===== config.mk =====
export PLATFORM = sky130hd
export DESIGN_NAME = disp_scan_ctrl
export DESIGN_NICKNAME = d
export VERILOG_FILES = /design/src/rtl/disp_scan_ctrl.sv
export SDC_FILE = /design/constraint.sdc
export NUM_CORES = 1
export LEC_CHECK = 0
export BUFFER_PORTS_ARGS = -buffer_cell sky130_fd_sc_hd__buf_2
export CORE_MARGIN = 3
export CORE_UTILIZATION = 62
export DETAILED_ROUTE_END_ITERATION = 10
export GPL_TIMING_DRIVEN = 0
export PLACE_DENSITY = 0.84
export SLEW_MARGIN = 20
export SYNTH_ARGS = -nofsm -noshare
export SYNTH_HDL_FRONTEND = slang
export SYNTH_SLANG_ARGS = --single-unit

===== constraint.sdc =====
create_clock -name clk -period 5.46 [get_ports clk]
set_clock_uncertainty 0.2 [all_clocks]
set_input_delay 1.092 -clock clk [delete_from_list [all_inputs] [get_ports clk]]
set_output_delay 1.092 -clock clk [all_outputs]
set_load 0.005 [all_outputs]

===== src/rtl/disp_scan_ctrl.sv =====
// Four-digit multiplexed display scanner with a double-buffered data register,
// dead-time blanking, PWM dimming, leading-zero suppression and frame-rate blink.
module disp_scan_ctrl #(
   parameter int unsigned CLK_DIV   = 50000,
   parameter int unsigned BLANK_CYC = 16
) (
   input  logic        clk,
   input  logic        rst_n,
   input  logic        wr_en,
   input  logic [15:0] wr_data,
   input  logic [3:0]  brightness,
   input  logic        lz_en,
   input  logic        blink_en,
   output logic [1:0]  digit_sel,
   output logic [3:0]  digit_val,
   output logic        digit_on,
   output logic        upd_pend,
   output logic        frame_tick
);

   localparam logic [15:0] CNT_MAX   = 16'(CLK_DIV - 1);
   localparam logic [15:0] BLANK_END = 16'(BLANK_CYC);

   logic [15:0] cnt_q, cnt_d;
   logic [1:0]  sel_q, sel_d;
   logic [3:0]  pwm_q, pwm_d;
   logic [5:0]  frm_q, frm_d;
   logic [15:0] shadow_q, shadow_d;
   logic [15:0] active_q, active_d;
   logic        pend_q, pend_d;
   logic [3:0]  bright_q;
   logic        lz_q;
   logic        blink_q;

   logic        cnt_wrap;
   logic        tick;
   logic        suppressed;
   logic        blanked;

   always_comb begin
      cnt_wrap = (cnt_q == CNT_MAX);
      tick     = cnt_wrap && (sel_q == 2'd3);
      cnt_d    = cnt_wrap ? 16'd0 : cnt_q + 16'd1;
      sel_d    = cnt_wrap ? sel_q + 2'd1 : sel_q;
      pwm_d    = pwm_q + 4'd1;
      frm_d    = tick ? frm_q + 6'd1 : frm_q;
      shadow_d = shadow_q;
      active_d = active_q;
      pend_d   = pend_q;
      if (tick) begin
         active_d = shadow_q;
         pend_d   = 1'b0;
      end
      // A write landing on the boundary goes straight to the active buffer.
      if (wr_en) begin
         shadow_d = wr_data;
         if (tick) begin
            active_d = wr_data;
         end else begin
            pend_d = 1'b1;
         end
      end
   end

   always_ff @(posedge clk or negedge rst_n) begin
      if (!rst_n) begin
         cnt_q    <= 16'd0;
         sel_q    <= 2'd0;
         pwm_q    <= 4'd0;
         frm_q    <= 6'd0;
         shadow_q <= 16'd0;
         active_q <= 16'd0;
         pend_q   <= 1'b0;
         bright_q <= 4'd0;
         lz_q     <= 1'b0;
         blink_q  <= 1'b0;
      end else begin
         cnt_q    <= cnt_d;
         sel_q    <= sel_d;
         pwm_q    <= pwm_d;
         frm_q    <= frm_d;
         shadow_q <= shadow_d;
         active_q <= active_d;
         pend_q   <= pend_d;
         bright_q <= brightness;
         lz_q     <= lz_en;
         blink_q  <= blink_en;
      end
   end

   // Outputs decode registered state only; control inputs pass through bright_q/lz_q/blink_q.
   always_comb begin
      suppressed = 1'b0;
      if (lz_q) begin
         case (sel_q)
            2'd3:    suppressed = (active_q[15:12] == 4'd0);
            2'd2:    suppressed = (active_q[15:8] == 8'd0);
            2'd1:    suppressed = (active_q[15:4] == 12'd0);
            default: suppressed = 1'b0;
         endcase
      end
      blanked    = blink_q && frm_q[5];
      frame_tick = tick;
      digit_sel  = sel_q;
      digit_val  = active_q[{sel_q, 2'b00} +: 4];
      upd_pend   = pend_q;
      digit_on   = (cnt_q >= BLANK_END) && (pwm_q <= bright_q) && !suppressed && !blanked;
   end

endmodule


# --- Word level (Yosys, flattened, before mapping) ---
# Index checks and enable logic that the tools add are counted.
word_totals:
  reg_bits: 67
  latchBits: 0
  mem_bits_rw: 0
  romBits: 0
  in_bits: 25
  out_inout_bits: 9
  wordCells: 40
  mem_count: 0
classes:
  addsub: 4
  multipliers: 0
  div: 0
  n_lt_le_gt_ge: 2
  n_eq_ne: 4
  n_shift: 1
  mux: 9
  bitwise: 0
  n_reduce_logical: 10
op_table:
  columns: ["cell", "count"]
  rows:
  - ["$mux 16", 4]
  - ["$add 16x1->16 const B", 1]
  - ["$eq 16x16->1 const B", 1]
  - ["$ge 16x5->1 const B", 1]
  - ["$shiftx 16x5->4", 1]
  - ["$logic_not 12->1", 1]
  - ["$logic_not 8->1", 1]
  - ["$add 6x1->6 const B", 1]
  - ["$logic_and 1x1->1", 5]
  - ["$add 4x1->4 const B", 1]
  - ["$eq 2x2->1 const B", 2]
  - ["$le 4x4->1", 1]
  - ["$logic_not 4->1", 1]
  - ["$mux 1", 4]
  - ["$pmux 1 s3", 1]
  - ["$add 2x1->2 const B", 1]
  - ["$eq 2x1->1 const B", 1]
  - ["$logic_not 1->1", 2]

# --- Longest topological paths before layout ---
logic_depth:
  depth_word: 6
  ltp_mapped: 7

# --- Worst setup path before layout ---
# No wires, ideal clock.
synth_timing:
  path_type: "reg2out"
  start: "register cnt_q[10]"
  end: "output port digit_on"
  arrival_ns: 1.531
  t_required_ns: 4.168
  setup_slack_ns: 2.637
  path_stages_with_launch: 5
  path_cell_list: "dfrtp_1 > or4_1 > nor4_1 > a32o_1 > nor4_1"
synth_via:
  elab_chain_cells: 4
synth_rtl:
  columns: ["element", "line_no", "text"]
  rows:
  - ["start: declaration", "24", "logic [15:0] cnt_q, cnt_d;"]
  - ["start signal: assignment", "78", "cnt_q <= cnt_d;"]
  - ["$ge 16x5->1", "107", "digit_on = (cnt_q >= BLANK_END) && (pwm_q <= bright_q) && !suppressed && !blanked;"]
  - ["$logic_and 1x1->1 (3 in series)", "107", null]
  - ["end: declaration", "16", "output logic digit_on,"]
# Every way passes these cells.

# --- Worst setup path after layout ---
# Same ends and word-level chain as after synthesis.

==> impl_metrics.ini <==
[routing]
routed_wl_um = 5332
wl_per_cell_um = 15.73
dr.pass1.iters = 4
drtAntennaViolNets = 0
detail_route.vias_per_cell = 5.463
drt_iter0_drc = 77
drc = 0
via_count = 1852

[power]
power_uw = 999.6
leakage_uw = 0.001708
peakVddDrop_uv = 202.9
internal_power_uw = 791.0
powerDensity_nw_per_um2 = 287.0
p_sw_share_pct = 20.87
p_sw_uw = 208.7
clkPwrFrac_pct = 41.6
power_frac_seq_pct = 52.6
combPwrFrac_pct = 5.8

[critical_path]
r2r_slack_ns = 2.85
r2r_cells = 5
r2r-start = digit_sel[1]
slowest_delay_ns = 0.57
path_common_cell = nor4_1
cp_slowest_cell = or4_1
worstPathRequired_ns = 4.17
worstPathArrival_ns = 2.21
end_kind = output pin
crit_path_max_fanout = 5
path_cells = or4_1 -> nor4_1 -> a32o_1 -> nor4_1 -> buf_2
crit_type = flip-flop to output pin
rr_endpoint = active_q[0]
startpoint_type = flip-flop

[layout]
mostFrequentLayoutCells = dfrtp_1, buf_2, nor2_1, mux2_2, mux2_4
n_antenna_cell = 0
fin_cells = 339
post-route-util_pct = 76.82
final_common_cell = dfrtp_1
final_nets = 308
drive_above_1_share_pct = 32.48
area_growth_pct = 15.66

[grt]
grt_pass1_vias = 1904
antenna_found_initial = 0
grt_pass1_wl_um = 8949
overflow = 0
grtUsageTotal_pct = 21.50
grt_max_degree = 54

[run_status]
outcome = finished, final reports clean

[timing]
period_minus_slack_ns = 3.503
slew_headroom_pct = 64.91
max_freq_ghz = 0.2855
post-route-period-util_pct = 64.15
drv_slew = 0
tns_ns = 0
setup_violations = 0
worst_pin_slew_ns = 0.5215
hold_viol = 0
grt_setup_unrepaired = no

[yosys]
synth_top_area_share_pct = 55.67
synthFlopType = dfrtp_1
syn_nets = 264
synth.area.top_cells = dfrtp_1, mux2_4, mux2_2, ha_1, xnor2_1
yosysSeqAreaShare_pct = 55.67
synthDistinctLibCells = 27
synth.cell_area_um2 = 3012
syn_inst = 227
yosys.area.top_type = dfrtp_1
syn_avg_cell_area_um2 = 13.27
synth-async-reset-ratio_pct = 100.0
ys_ff_latch = 67
synth-warning-count = 0
synth_edf_count = 0

[worst_hold_path]
min_to = frm_q[5]
hold_path.class = flip-flop to flip-flop
worstHoldPathCells = 1
hp-start = frm_q[5]

[clocking]
hold_buffers = 0
cts_tree = built
clockBufferDepth = 2
numCtsBuffers = 9
postCtsSetupBuffers = 0
cts-resized-gates = 0
htree_levels = 3
clk_pin_slew_ns = 0.07
cts_root_buf = clkbuf_8
clk_latency_ns = 0.34
cts.sinks = 67

[placement]
place_inst = 325
hpwl_um = 3726
place.gp.congestion = 0.8692
io_buffers = 32

[run]
cap_violations = 0

[floorplanning]
die_y_um = 75.70
die_w_um = 75.70
start_util_pct = 66.42
core_um2 = 4534
die-area_um2 = 5730
num_rows = 24
top_level_ports = 34
[kinds of logic after synthesis]
| logic type | count (synthesis) | synth area share (%) |
|---|---|---|
| xor+xnor | 22 | 6.398 |
| buf+inv | 18 | 2.783 |
| flops | 67 | 55.67 |
| simple gates | 65 | 11.34 |
| compound gates | 5 | 0.9971 |
| fa+ha+maj | 12 | 4.985 |
| mux | 38 | 17.82 |
[synth_stat cells (2+ instances only)]
cell / number
a21oi_1: 2
and3_1: 2
buf_6: 2
clkbuf_1: 3
dfrtp_1: 67
ha_1: 12
inv_1: 11
mux2_2: 17
mux2_4: 17
mux4_2: 4
nand2_1: 5
nand3_1: 10
nand4_1: 9
nor2_1: 18
nor2b_1: 3
nor3_1: 4
nor4_1: 10
o21ai_0: 2
xnor2_1: 13
xor2_1: 9
[routing by layer]
| layer | GRT usage [%] | vias to the layer above | part of all wire (%) |
|---|---|---|---|
| li1 | - | 879 | - |
| met1 | 27.51 | 914 | 44 |
| met2 | 34.04 | 47 | 49 |
| met3 | 6.728 | 12 | 5.2 |
| met4 | 9.126 | 0 | 1.7 |
| met5 | 0 | - | 0 |
[how the worst max path moves through the flow]
stage | startpoint | endpoint | slack [ns] | depth (start not counted)
final | cnt_q[10] | digit_on | 1.96 | 5
after detailed placement | cnt_q[10] | digit_on | 2.34 | 5
after floorplan | cnt_q[10] | digit_on | 2.64 | 4
after global placement | cnt_q[10] | digit_on | 2.32 | 5
after global routing | cnt_q[10] | digit_on | 1.80 | 5
after CTS | cnt_q[10] | digit_on | 1.95 | 5
[critical path: cells and delay by family, from the launching register on]
family	cells	cell delay (ns)
buf+inv	1	0.13
simple gates	3	1.06
flops	1	0.42
compound gates	1	0.27
[metrics by stage]
step	setup slack (ns)	cell area (µm²)	hold WS, ns
2_1_floorplan	2.637	3012	0.2408
3_3_place_gp	2.320	3253	0.2611
3_5_place_dp	2.340	3283	0.2717
4_1_cts	1.951	3483	0.2809
5_1_grt	1.795	3483	0.2966
6_report	1.957	3483	0.2732
[area by class of cell]
class	instances	area, µm²
inverter	11	41.29
timing repair buffer	33	190.2
tap	65	81.33
fill	285	1051
clock inverter	2	35.03
sequential	67	1677
clock buffer	12	165.2
buffer	7	42.54
multi-input combinational	142	1251
[sequential cells by signal (all words and copies together) (netlist names), 2 cells and up]
| name | count |
|---|---|
| active_q | 16 |
| bright_q | 4 |
| cnt_q | 16 |
| digit_sel | 2 |
| frm_q | 6 |
| pwm_q | 4 |
| shadow_q | 16 |
[power by group through the flow]
stage / logic (µW) / registers, µW / clock network, µW
after floorplan: 31.7 / 531 / 0
after global placement: 53.6 / 534 / 0
after detailed placement: 58.5 / 535 / 0
after CTS: 59.1 / 526 / 427
after global routing: 64.1 / 527 / 449
final: 57.8 / 526 / 416
No activity file was read; power rests on OpenSTA's default activity.
